[config.mk]
export PLATFORM = sky130hd
export DESIGN_NAME = fp_addsub_seq
export DESIGN_NICKNAME = d
export VERILOG_FILES = /design/src/rtl/fp_addsub_seq.sv
export SDC_FILE = /design/constraint.sdc
export NUM_CORES = 1
export LEC_CHECK = 0
export BUFFER_PORTS_ARGS = -buffer_cell sky130_fd_sc_hd__buf_2
export CAP_MARGIN = 30
export CORE_MARGIN = 3
export CORE_UTILIZATION = 34
export DETAILED_ROUTE_END_ITERATION = 12
export GPL_TIMING_DRIVEN = 0
export RECOVER_POWER = 25
export SLEW_MARGIN = 40
export SYNTH_ARGS = -nofsm -noshare
export SYNTH_HDL_FRONTEND = slang
export SYNTH_SLANG_ARGS = --single-unit
[constraint.sdc]
create_clock -name CLK -period 10.8 [get_ports CLK]
set_input_delay 2.16 -clock CLK [delete_from_list [all_inputs] [get_ports CLK]]
set_output_delay 2.16 -clock CLK [all_outputs]
set_load 0.01 [all_outputs]
[src/rtl/fp_addsub_seq.sv]
// fp_addsub_seq: multi-cycle IEEE-754 adder/subtractor with a start/done handshake.
// Exponent and mantissa widths are parameters (fp16 by default, fp32 by override).
// Rounding is round-to-nearest-even. Subnormal inputs are flushed to zero.
// Results that would be subnormal underflow to a signed zero.
// The latency is a fixed 5 cycles from START to DONE, including all exceptional inputs.
module fp_addsub_seq #(
    parameter int EXP_W  = 5,
    parameter int MANT_W = 10
) (
    input  logic                  CLK,
    input  logic                  RST,
    input  logic                  START,
    input  logic                  SUB,
    input  logic [EXP_W+MANT_W:0] A,
    input  logic [EXP_W+MANT_W:0] B,
    output logic                  BUSY,
    output logic                  DONE,
    output logic [EXP_W+MANT_W:0] Q,
    output logic [4:0]            FLAGS
);
    // Handshake: START/SUB/A/B are sampled on a rising edge only when the block is
    // in IDLE or DONE (BUSY=0). While BUSY=1, START is ignored and is not queued.
    // DONE is a one-cycle pulse. Q/FLAGS become valid in the DONE cycle and are held
    // until the next DONE or until RST. RST overrides everything and drops any
    // START seen in the same cycle.

    localparam int W      = 1 + EXP_W + MANT_W;
    localparam int SIG_W  = MANT_W + 4;          // {1, mant, guard, round, sticky}
    localparam int EXT_EW = EXP_W + 8;           // signed exponent with room for the LZC shift
    localparam int LZ_W   = $clog2(SIG_W + 1);

    localparam logic [W-1:0] QNAN = {1'b0, {EXP_W{1'b1}}, 1'b1, {(MANT_W-1){1'b0}}};
    localparam logic signed [EXT_EW-1:0] EXP_ONE  = EXT_EW'(1);
    localparam logic signed [EXT_EW-1:0] EXP_ALL1 = EXT_EW'((1 << EXP_W) - 1);

    typedef enum logic [2:0] {
        ST_IDLE, ST_ALIGN, ST_ADD, ST_NORM, ST_ROUND, ST_DONE
    } state_t;

    state_t state_q, state_d;
    logic   accept;

    // Latched operands
    logic [W-1:0] a_q, a_d, b_q, b_d;
    logic         sub_q, sub_d;

    // ALIGN outputs
    logic                     exc_q, exc_d;
    logic [W-1:0]             exc_res_q, exc_res_d;
    logic [4:0]               exc_flg_q, exc_flg_d;
    logic                     sign_q, sign_d;
    logic                     eff_sub_q, eff_sub_d;
    logic signed [EXT_EW-1:0] exp_q, exp_d;
    logic [SIG_W-1:0]         big_q, big_d, small_q, small_d;

    // ADD / NORM outputs
    logic [SIG_W:0]           sum_q, sum_d;
    logic [SIG_W-1:0]         sig_q, sig_d;
    logic signed [EXT_EW-1:0] nexp_q, nexp_d;

    // Result registers
    logic [W-1:0] q_q, q_d;
    logic [4:0]   flags_q, flags_d;

    // ALIGN decode signals
    logic               a_sign, b_sign, eff_sub;
    logic [EXP_W-1:0]   a_exp, b_exp, big_exp, small_exp, exp_diff;
    logic [MANT_W-1:0]  a_man, b_man, big_man, small_man;
    logic               a_zero, a_inf, a_nan, a_snan;
    logic               b_zero, b_inf, b_nan, b_snan;
    logic               a_ge_b, sticky_lost;
    logic [SIG_W-1:0]   big_sig, small_sig, small_sh;
    int                 diff_i, shamt;
    logic               exc_hit;
    logic [W-1:0]       exc_val;
    logic [4:0]         exc_fl;

    // NORM / ROUND signals
    logic [LZ_W-1:0]          lzc;
    logic                     g_bit, r_bit, s_bit, lsb_bit, rup;
    logic [MANT_W:0]          rnd;
    logic signed [EXT_EW-1:0] rexp;
    logic [W-1:0]             res;
    logic [4:0]               res_fl;

    // State register; reset forces IDLE and so aborts any operation in flight
    always_ff @(posedge CLK) begin
        if (RST) state_q <= ST_IDLE;
        else     state_q <= state_d;
    end

    // Next state: a fixed walk through the pipeline stages
    always_comb begin
        state_d = state_q;
        case (state_q)
            ST_IDLE:  if (START) state_d = ST_ALIGN;
            ST_ALIGN: state_d = ST_ADD;
            ST_ADD:   state_d = ST_NORM;
            ST_NORM:  state_d = ST_ROUND;
            ST_ROUND: state_d = ST_DONE;
            ST_DONE:  state_d = START ? ST_ALIGN : ST_IDLE;
            default:  state_d = ST_IDLE;
        endcase
    end

    // FSM outputs: busy while in a working stage, done pulse, start acceptance
    always_comb begin
        BUSY   = (state_q == ST_ALIGN) || (state_q == ST_ADD) ||
                 (state_q == ST_NORM)  || (state_q == ST_ROUND);
        DONE   = (state_q == ST_DONE);
        accept = START && ((state_q == ST_IDLE) || (state_q == ST_DONE));
    end

    // Capture the operands and the mode when a request is accepted
    always_comb begin
        a_d   = accept ? A   : a_q;
        b_d   = accept ? B   : b_q;
        sub_d = accept ? SUB : sub_q;
    end

    // ALIGN: classify the operands, force exceptional results, swap, align the smaller one
    always_comb begin
        a_sign = a_q[W-1];
        a_exp  = a_q[W-2:MANT_W];
        a_man  = a_q[MANT_W-1:0];
        b_sign = b_q[W-1] ^ sub_q;
        b_exp  = b_q[W-2:MANT_W];
        b_man  = b_q[MANT_W-1:0];

        a_zero = (a_exp == '0);
        a_inf  = (a_exp == {EXP_W{1'b1}}) && (a_man == '0);
        a_nan  = (a_exp == {EXP_W{1'b1}}) && (a_man != '0);
        a_snan = a_nan && !a_man[MANT_W-1];
        b_zero = (b_exp == '0);
        b_inf  = (b_exp == {EXP_W{1'b1}}) && (b_man == '0);
        b_nan  = (b_exp == {EXP_W{1'b1}}) && (b_man != '0);
        b_snan = b_nan && !b_man[MANT_W-1];

        eff_sub = a_sign ^ b_sign;

        // The exponent sits above the mantissa, so the packed compare orders magnitudes
        a_ge_b    = (a_q[W-2:0] >= b_q[W-2:0]);
        big_exp   = a_ge_b ? a_exp : b_exp;
        big_man   = a_ge_b ? a_man : b_man;
        small_exp = a_ge_b ? b_exp : a_exp;
        small_man = a_ge_b ? b_man : a_man;
        exp_diff  = big_exp - small_exp;

        // Shifting by MANT_W+3 already parks the hidden one in the sticky slot
        diff_i = int'(exp_diff);
        shamt  = (diff_i > MANT_W + 3) ? MANT_W + 3 : diff_i;

        big_sig     = {1'b1, big_man, 3'b000};
        small_sig   = {1'b1, small_man, 3'b000};
        sticky_lost = |(small_sig & ~({SIG_W{1'b1}} << shamt));
        small_sh    = (small_sig >> shamt) | {{(SIG_W-1){1'b0}}, sticky_lost};

        exc_hit = 1'b0;
        exc_val = '0;
        exc_fl  = '0;
        if (a_nan || b_nan) begin
            exc_hit = 1'b1;
            exc_val = QNAN;
            exc_fl  = {a_snan || b_snan, 4'b0000};
        end else if (a_inf && b_inf && eff_sub) begin
            exc_hit = 1'b1;
            exc_val = QNAN;
            exc_fl  = 5'b10000;
        end else if (a_inf) begin
            exc_hit = 1'b1;
            exc_val = a_q;
        end else if (b_inf) begin
            exc_hit = 1'b1;
            exc_val = {b_sign, b_q[W-2:0]};
        end else if (a_zero && b_zero) begin
            exc_hit = 1'b1;
            exc_val = {a_sign & b_sign, {(W-1){1'b0}}};
        end else if (a_zero) begin
            exc_hit = 1'b1;
            exc_val = {b_sign, b_q[W-2:0]};
        end else if (b_zero) begin
            exc_hit = 1'b1;
            exc_val = a_q;
        end

        exc_d     = exc_q;
        exc_res_d = exc_res_q;
        exc_flg_d = exc_flg_q;
        sign_d    = sign_q;
        eff_sub_d = eff_sub_q;
        exp_d     = exp_q;
        big_d     = big_q;
        small_d   = small_q;
        if (state_q == ST_ALIGN) begin
            exc_d     = exc_hit;
            exc_res_d = exc_val;
            exc_flg_d = exc_fl;
            sign_d    = a_ge_b ? a_sign : b_sign;
            eff_sub_d = eff_sub;
            exp_d     = $signed({{(EXT_EW-EXP_W){1'b0}}, big_exp});
            big_d     = big_sig;
            small_d   = small_sh;
        end
    end

    // ADD: magnitude sum or difference; the larger operand is always on the left
    always_comb begin
        sum_d = sum_q;
        if (state_q == ST_ADD) begin
            if (eff_sub_q) sum_d = {1'b0, big_q} - {1'b0, small_q};
            else           sum_d = {1'b0, big_q} + {1'b0, small_q};
        end
    end

    // NORM: carry shifts right once; otherwise a leading-zero count shifts left
    always_comb begin
        lzc = '0;
        for (int i = 0; i < SIG_W; i++) begin
            if (sum_q[i]) lzc = LZ_W'(SIG_W - 1 - i);
        end

        sig_d  = sig_q;
        nexp_d = nexp_q;
        if (state_q == ST_NORM) begin
            if (sum_q[SIG_W]) begin
                sig_d  = {sum_q[SIG_W:2], sum_q[1] | sum_q[0]};
                nexp_d = exp_q + EXP_ONE;
            end else begin
                // An all-zero sum stays zero here, and ROUND reads that as exact cancellation
                sig_d  = sum_q[SIG_W-1:0] << lzc;
                nexp_d = exp_q - $signed({{(EXT_EW-LZ_W){1'b0}}, lzc});
            end
        end
    end

    // ROUND: RNE, range checks, final result selection
    always_comb begin
        lsb_bit = sig_q[3];
        g_bit   = sig_q[2];
        r_bit   = sig_q[1];
        s_bit   = sig_q[0];
        rup     = g_bit & (r_bit | s_bit | lsb_bit);
        rnd     = {1'b0, sig_q[SIG_W-2:3]} + {{MANT_W{1'b0}}, rup};
        rexp    = nexp_q + $signed({{(EXT_EW-1){1'b0}}, rnd[MANT_W]});

        res    = '0;
        res_fl = '0;
        if (exc_q) begin
            res    = exc_res_q;
            res_fl = exc_flg_q;
        end else if (!sig_q[SIG_W-1]) begin
            res    = '0;
            res_fl = '0;
        end else if (nexp_q < EXP_ONE) begin
            res    = {sign_q, {(W-1){1'b0}}};
            res_fl = 5'b00011;
        end else if (rexp >= EXP_ALL1) begin
            res    = {sign_q, {EXP_W{1'b1}}, {MANT_W{1'b0}}};
            res_fl = 5'b00101;
        end else begin
            res    = {sign_q, rexp[EXP_W-1:0], rnd[MANT_W-1:0]};
            res_fl = {4'b0000, g_bit | r_bit | s_bit};
        end

        q_d     = (state_q == ST_ROUND) ? res    : q_q;
        flags_d = (state_q == ST_ROUND) ? res_fl : flags_q;
    end

    // Datapath and result registers
    always_ff @(posedge CLK) begin
        if (RST) begin
            a_q       <= '0;
            b_q       <= '0;
            sub_q     <= 1'b0;
            exc_q     <= 1'b0;
            exc_res_q <= '0;
            exc_flg_q <= '0;
            sign_q    <= 1'b0;
            eff_sub_q <= 1'b0;
            exp_q     <= '0;
            big_q     <= '0;
            small_q   <= '0;
            sum_q     <= '0;
            sig_q     <= '0;
            nexp_q    <= '0;
            q_q       <= '0;
            flags_q   <= '0;
        end else begin
            a_q       <= a_d;
            b_q       <= b_d;
            sub_q     <= sub_d;
            exc_q     <= exc_d;
            exc_res_q <= exc_res_d;
            exc_flg_q <= exc_flg_d;
            sign_q    <= sign_d;
            eff_sub_q <= eff_sub_d;
            exp_q     <= exp_d;
            big_q     <= big_d;
            small_q   <= small_d;
            sum_q     <= sum_d;
            sig_q     <= sig_d;
            nexp_q    <= nexp_d;
            q_q       <= q_d;
            flags_q   <= flags_d;
        end
    end

    assign Q     = q_q;
    assign FLAGS = flags_q;

endmodule

; ---- Word-level counts from Yosys, hierarchy flattened
; Cells that the tools add are included.
[op_classes]
n_reduce_logical = 26
add_sub_neg = 7
shifts = 3
magnitude_cmp = 4
bitwise_logic = 12
eq_ne = 8
n_mux = 50
[op_table]
columns = operator, n
row1 = $mux 16, 9
row2 = $mux 4, 14
row3 = $mux 15, 3
row4 = $mux 5, 6
row5 = $logic_not 10->1, 2
row6 = $mux 10, 2
row7 = $reduce_bool 10->1, 2
row8 = $pmux 3 s6, 1
row9 = $add 14x14->15, 1
row10 = $ge 15x15->1, 1
row11 = $sub 14x14->15, 1
row12 = $and 14x14->14, 1
row13 = $mux 14, 1
row14 = $not 14->14, 1
row15 = $or 14x1->14, 1
row16 = $reduce_or 14->1, 1
row17 = $shl 14x4->14, 1
row18 = $shl 14x5->14 const A, 1
row19 = $shr 14x5->14, 1
row20 = $add 13x2->13, 1
row21 = $ge 13x6->1 const B, 1
row22 = $lt 13x2->1 const B, 1
row23 = $mux 13, 1
row24 = $mux 3, 4
row25 = other kinds (19), 52
[word_totals]
reg_bits = 153
wordCells = 127
output_inout_bits = 23
in_bits = 36

; ---- Depth between registers and ports, before layout
[logic_depth]
word_depth = 16
depth_mapped = 20
ltp_nobuf = 17

; ---- Worst setup path before layout
; Ideal clock, no wire load.
[synth_timing]
kind = reg-to-reg
startpoint = reg b_q[10]
endpoint = reg small_q[10]
t_arrival_ns = 4.174
path_buffers = 1
period_less_slack_ns = 4.244
required_ns = 10.730
stages_incl_launch_ff = 19
setup_ns = 0.070
slack_ns = 6.556
path_cell_list = dfxtp_1 > inv_1 > ha_1 > a21oi_1 > o21ai_0 > a211oi_2 > o21ai_4 > nand3b_1 > and2_1 > ha_1 > a221oi_1 > mux2_2 > o211ai_1 > nand2b_1 > buf_4 > a22oi_1 > mux2i_1 > or4_1 > a21oi_1
[synth_via]
elab_chain_cells = 7
elab_cells_between_ends = 9
cone_classes = add/sub (1) / order compare (2) / shift (1) / mux (4) / bitwise (1)
[synth_lines]
columns = item, line_no
row1 = start: declaration, 44  ; logic [W-1:0] a_q, a_d, b_q, b_d;
row2 = start signal: assignment, 273  ; b_q <= '0;
row3 = start signal: assignment, 290  ; b_q <= b_d;
row4 = $ge 15x15->1, 142  ; a_ge_b = (a_q[W-2:0] >= b_q[W-2:0]);
row5 = "$mux 5, on equally long branches", "143, 145"
row6 = $sub 5x5->5, 147  ; exp_diff = big_exp - small_exp;
row7 = $gt 5x4->1, 151  ; shamt = (diff_i > MANT_W + 3) ? MANT_W + 3 : diff_i;
row8 = $mux 5, 151
row9 = $shr 14x5->14 *, 156  ; small_sh = (small_sig >> shamt) | {{(SIG_W-1){1'b0}}, sticky_lost};
row10 = $or 14x1->14 *, 156
row11 = end signal: assignment, 299  ; small_q <= small_d;
row12 = end: declaration, 54  ; logic [SIG_W-1:0] big_q, big_d, small_q, small_d;
; Every way passes the cells marked *; elsewhere a longest branch is shown, timed or not.
; A chain may end at the register's enable or synchronous reset.

; ---- Worst setup path after layout
; Ends and elaborated chain as after synthesis.

==> out/qor.yml <==
fin_crit_sh_pct: 48.13
grt_pass1_wl_um: 47650
drc: 0
ant_nets: 0
drt_pass1_iterations: 5
synthToLayoutAreaGrowth_pct: 14.83
die_height_um: 169.6
synthTopCellsByArea: "dfxtp_1, a21oi_1, nand2_1"
port_buffers: 57
crit_arrival_ns: 5.55
worst_setup_path_end_kind: "flip-flop"
drt_iter0_markers: 766
antenna_found_initial: 0
hold_path_startpoint: "FLAGS[4]$_SDFFE_PP0P_"
yosysMostFrequentCell: "nand2_1"
ys_warn_count: 0
cp.required_ns: 11.16
htree_num_levels: 4
final_cells: 1628
via_per_inst: 5.595
finalPower_mw: 2.064
finClkSkew_ns: 0.01227
drive_above_1_share_pct: 7.502
dp_hpwl_um: 22930
async_flop_share_pct: 0
powerDensity_nw_per_um2: 197.6
synth_commonest_cells: "nand2_1, a21oi_1, dfxtp_1"
coreArea_um2: 26210
status: "finished, final reports clean"
cts_buffers: 17
place_congestion: 0.9621
start_kind: "flip-flop"
rr_startpoint: "b_q[10]$_SDFFE_PP0P_"
synthCells: 1206
synthesis.area_um2: 9097
rows: 59
die_area_um2: 28760
grt_max_degree: 17
slew_viol_final: 0
syn-num-nets: 1292
setup-tns-final_ns: 0
critical_path_class: "flip-flop to flip-flop"
gr-total-overflow: 0
worst_slew_pin_slew_ns: 0.8060
clk_pin_slew_ns: 0.06
synth_top_cell_by_area: "dfxtp_1"
synth_cell_types: 74
grt_pass1_vias: 8666
rsz0062_at_grt: "no"
clk_path_buf_depth: 2
antenna_cells: 0
seq_area_frac_synth_pct: 31.25
peakVddDrop_uv: 121.8
fin_util_pct: 39.86
postSynthAreaPerCell_um2: 7.544
start_util_pct: 34.71
synth.top_cell.area_share_pct: 31.25
via_count: 9109
synth-edff-count: 0
hold_path.class: "flip-flop to flip-flop"
die_x_um: 169.6
cts_setup_buffers: 0
relSlewSlack_pct: 46.27
wl_per_cell_um: 18.44
holdBufCountCts: 0
totalWireLength_um: 30020
yosys_register_bits: 142
setup_viol: 0
clock.fmax_ghz: 0.1924
cts_tree: "built"
synthFlopType: "dfxtp_1"
drv_cap: 0
ios: 59
root_buffer: "clkbuf_16"
worstSkewPairLatency_ns: 0.43
grt_usage_pct: 20.67
post-place-cells: 1598
period_needed_ns: 5.198
hold_violations: 0
crit_fanout: 10
cts.sinks: 142
crit_start: "b_q[10]$_SDFFE_PP0P_"
final_nets: 1368
p_leak_nw: 3.975
post_cts_resized: 0
-- worst max-delay path, cell delays in order, from the launching register on --
cell,delay (ns)
dfxtp_1,0.46
inv_1,0.16
ha_1,0.42
a21oi_1,0.18
o21ai_0,0.11
a211oi_2,0.35
o21ai_4,0.18
nand3b_1,0.24
and2_1,0.19
ha_1,0.20
a221oi_1,0.60
mux2_2,0.41
o211ai_1,0.29
nand2b_1,0.19
buf_4,0.22
a22oi_1,0.15
mux2i_1,0.19
or4_1,0.44
a21oi_1,0.14
-- logic make-up (layout without fill, tap and decap cells) --
kind of cell | after synthesis | after routing | share of synthesized area (%)
multiplexers | 58 | 58 | 6.767
buffers and inverters | 140 | 227 | 5.969
XOR/XNOR | 32 | 32 | 3.081
flip-flops | 142 | 142 | 31.25
AND/OR/NAND/NOR | 424 | 424 | 20.95
other | 1 | 1 | 0.04122
AO/OA/AOI/OAI | 358 | 358 | 24.80
adder cells (fa/ha/maj) | 51 | 51 | 7.152
-- flip-flops by register name, summed over array words and instances (netlist names), 3 cells and up --
signal,cells
a_q,16
exc_res_q,16
big_q,11
Q,16
small_q,14
state_q,3
sum_q,15
FLAGS,4
exp_q,5
b_q,16
nexp_q,7
sig_q,14
-- path summary, 6_finish.rpt --
path                                                 end  slack [ns]  depth (start not counted)
worst min register to register     FLAGS[4]$_SDFFE_PP0P_        0.47                          2
worst max register to register  small_q[10]$_SDFFE_PP0P_        5.60                         18
worst max-delay path            small_q[10]$_SDFFE_PP0P_        5.60                         18
worst min-delay path               FLAGS[4]$_SDFFE_PP0P_        0.47                          2
-- where the power goes --
part / total [mW] / switching [mW] / internal (mW)
sequential: 0.626 / 0.0605 / 0.566
clock: 0.646 / 0.235 / 0.411
combinational: 0.792 / 0.501 / 0.291
total: 2.06 / 0.797 / 1.27
-- per-stage QoR --
step	hold slack (ns)	setup WS (ns)	instance area, um^2
6_report	0.4661	5.602	10450
5_1_grt	0.5009	5.337	10450
4_1_cts	0.4636	5.670	10470
3_5_place_dp	0.4550	5.716	9824
3_3_place_gp	0.4396	5.772	9802
2_1_floorplan	0.4448	6.556	9097
-- layer usage --
layer  up-vias  global-route usage, %  routed length, um
met5         -                      0                  0
met3        47                  3.098               1413
met1      4294                  28.71              14440
met4         0                  5.192                588
met2       286                  33.78              13580
li1       4482                      -                  -
-- placed cells by master (no fill, tap or decap), types with 4 or more instances in the layout --
cell and count:
a2111oi_0 4, a211oi_1 28, a21o_1 8, a21oi_1 146, a221o_1 4, a221oi_1 22
a22oi_1 13, a31oi_1 5, and2_1 5, and3_1 10, and3b_1 4, buf_1 4
buf_2 38, buf_4 4, bufinv_16 5, clkbuf_1 93, clkbuf_16 17, clkinv_4 4
dfxtp_1 142, ha_1 48, inv_1 58, mux2_2 8, mux2i_1 48, nand2_1 161
nand2b_1 12, nand3_1 26, nand3b_1 5, nand4_1 6, nor2_1 121, nor3_1 40
nor4_1 12, o211ai_1 8, o21ai_0 68, o21bai_1 8, or3_1 6, xnor2_1 16
xor2_1 14
-- final cells by class --
| type | count | area [um^2] |
|---|---|---|
| Buffer | 81 | 321.6 |
| Clock buffer | 18 | 429.2 |
| Clock inverter | 12 | 211.5 |
| Fill cell | 2724 | 15760 |
| Inverter | 59 | 221.5 |
| Multi-Input combinational cell | 924 | 5742 |
| Sequential cell | 142 | 2843 |
| Tap cell | 335 | 419.2 |
| Timing Repair Buffer | 57 | 259.0 |
No activity file was read; power rests on OpenSTA's default activity.
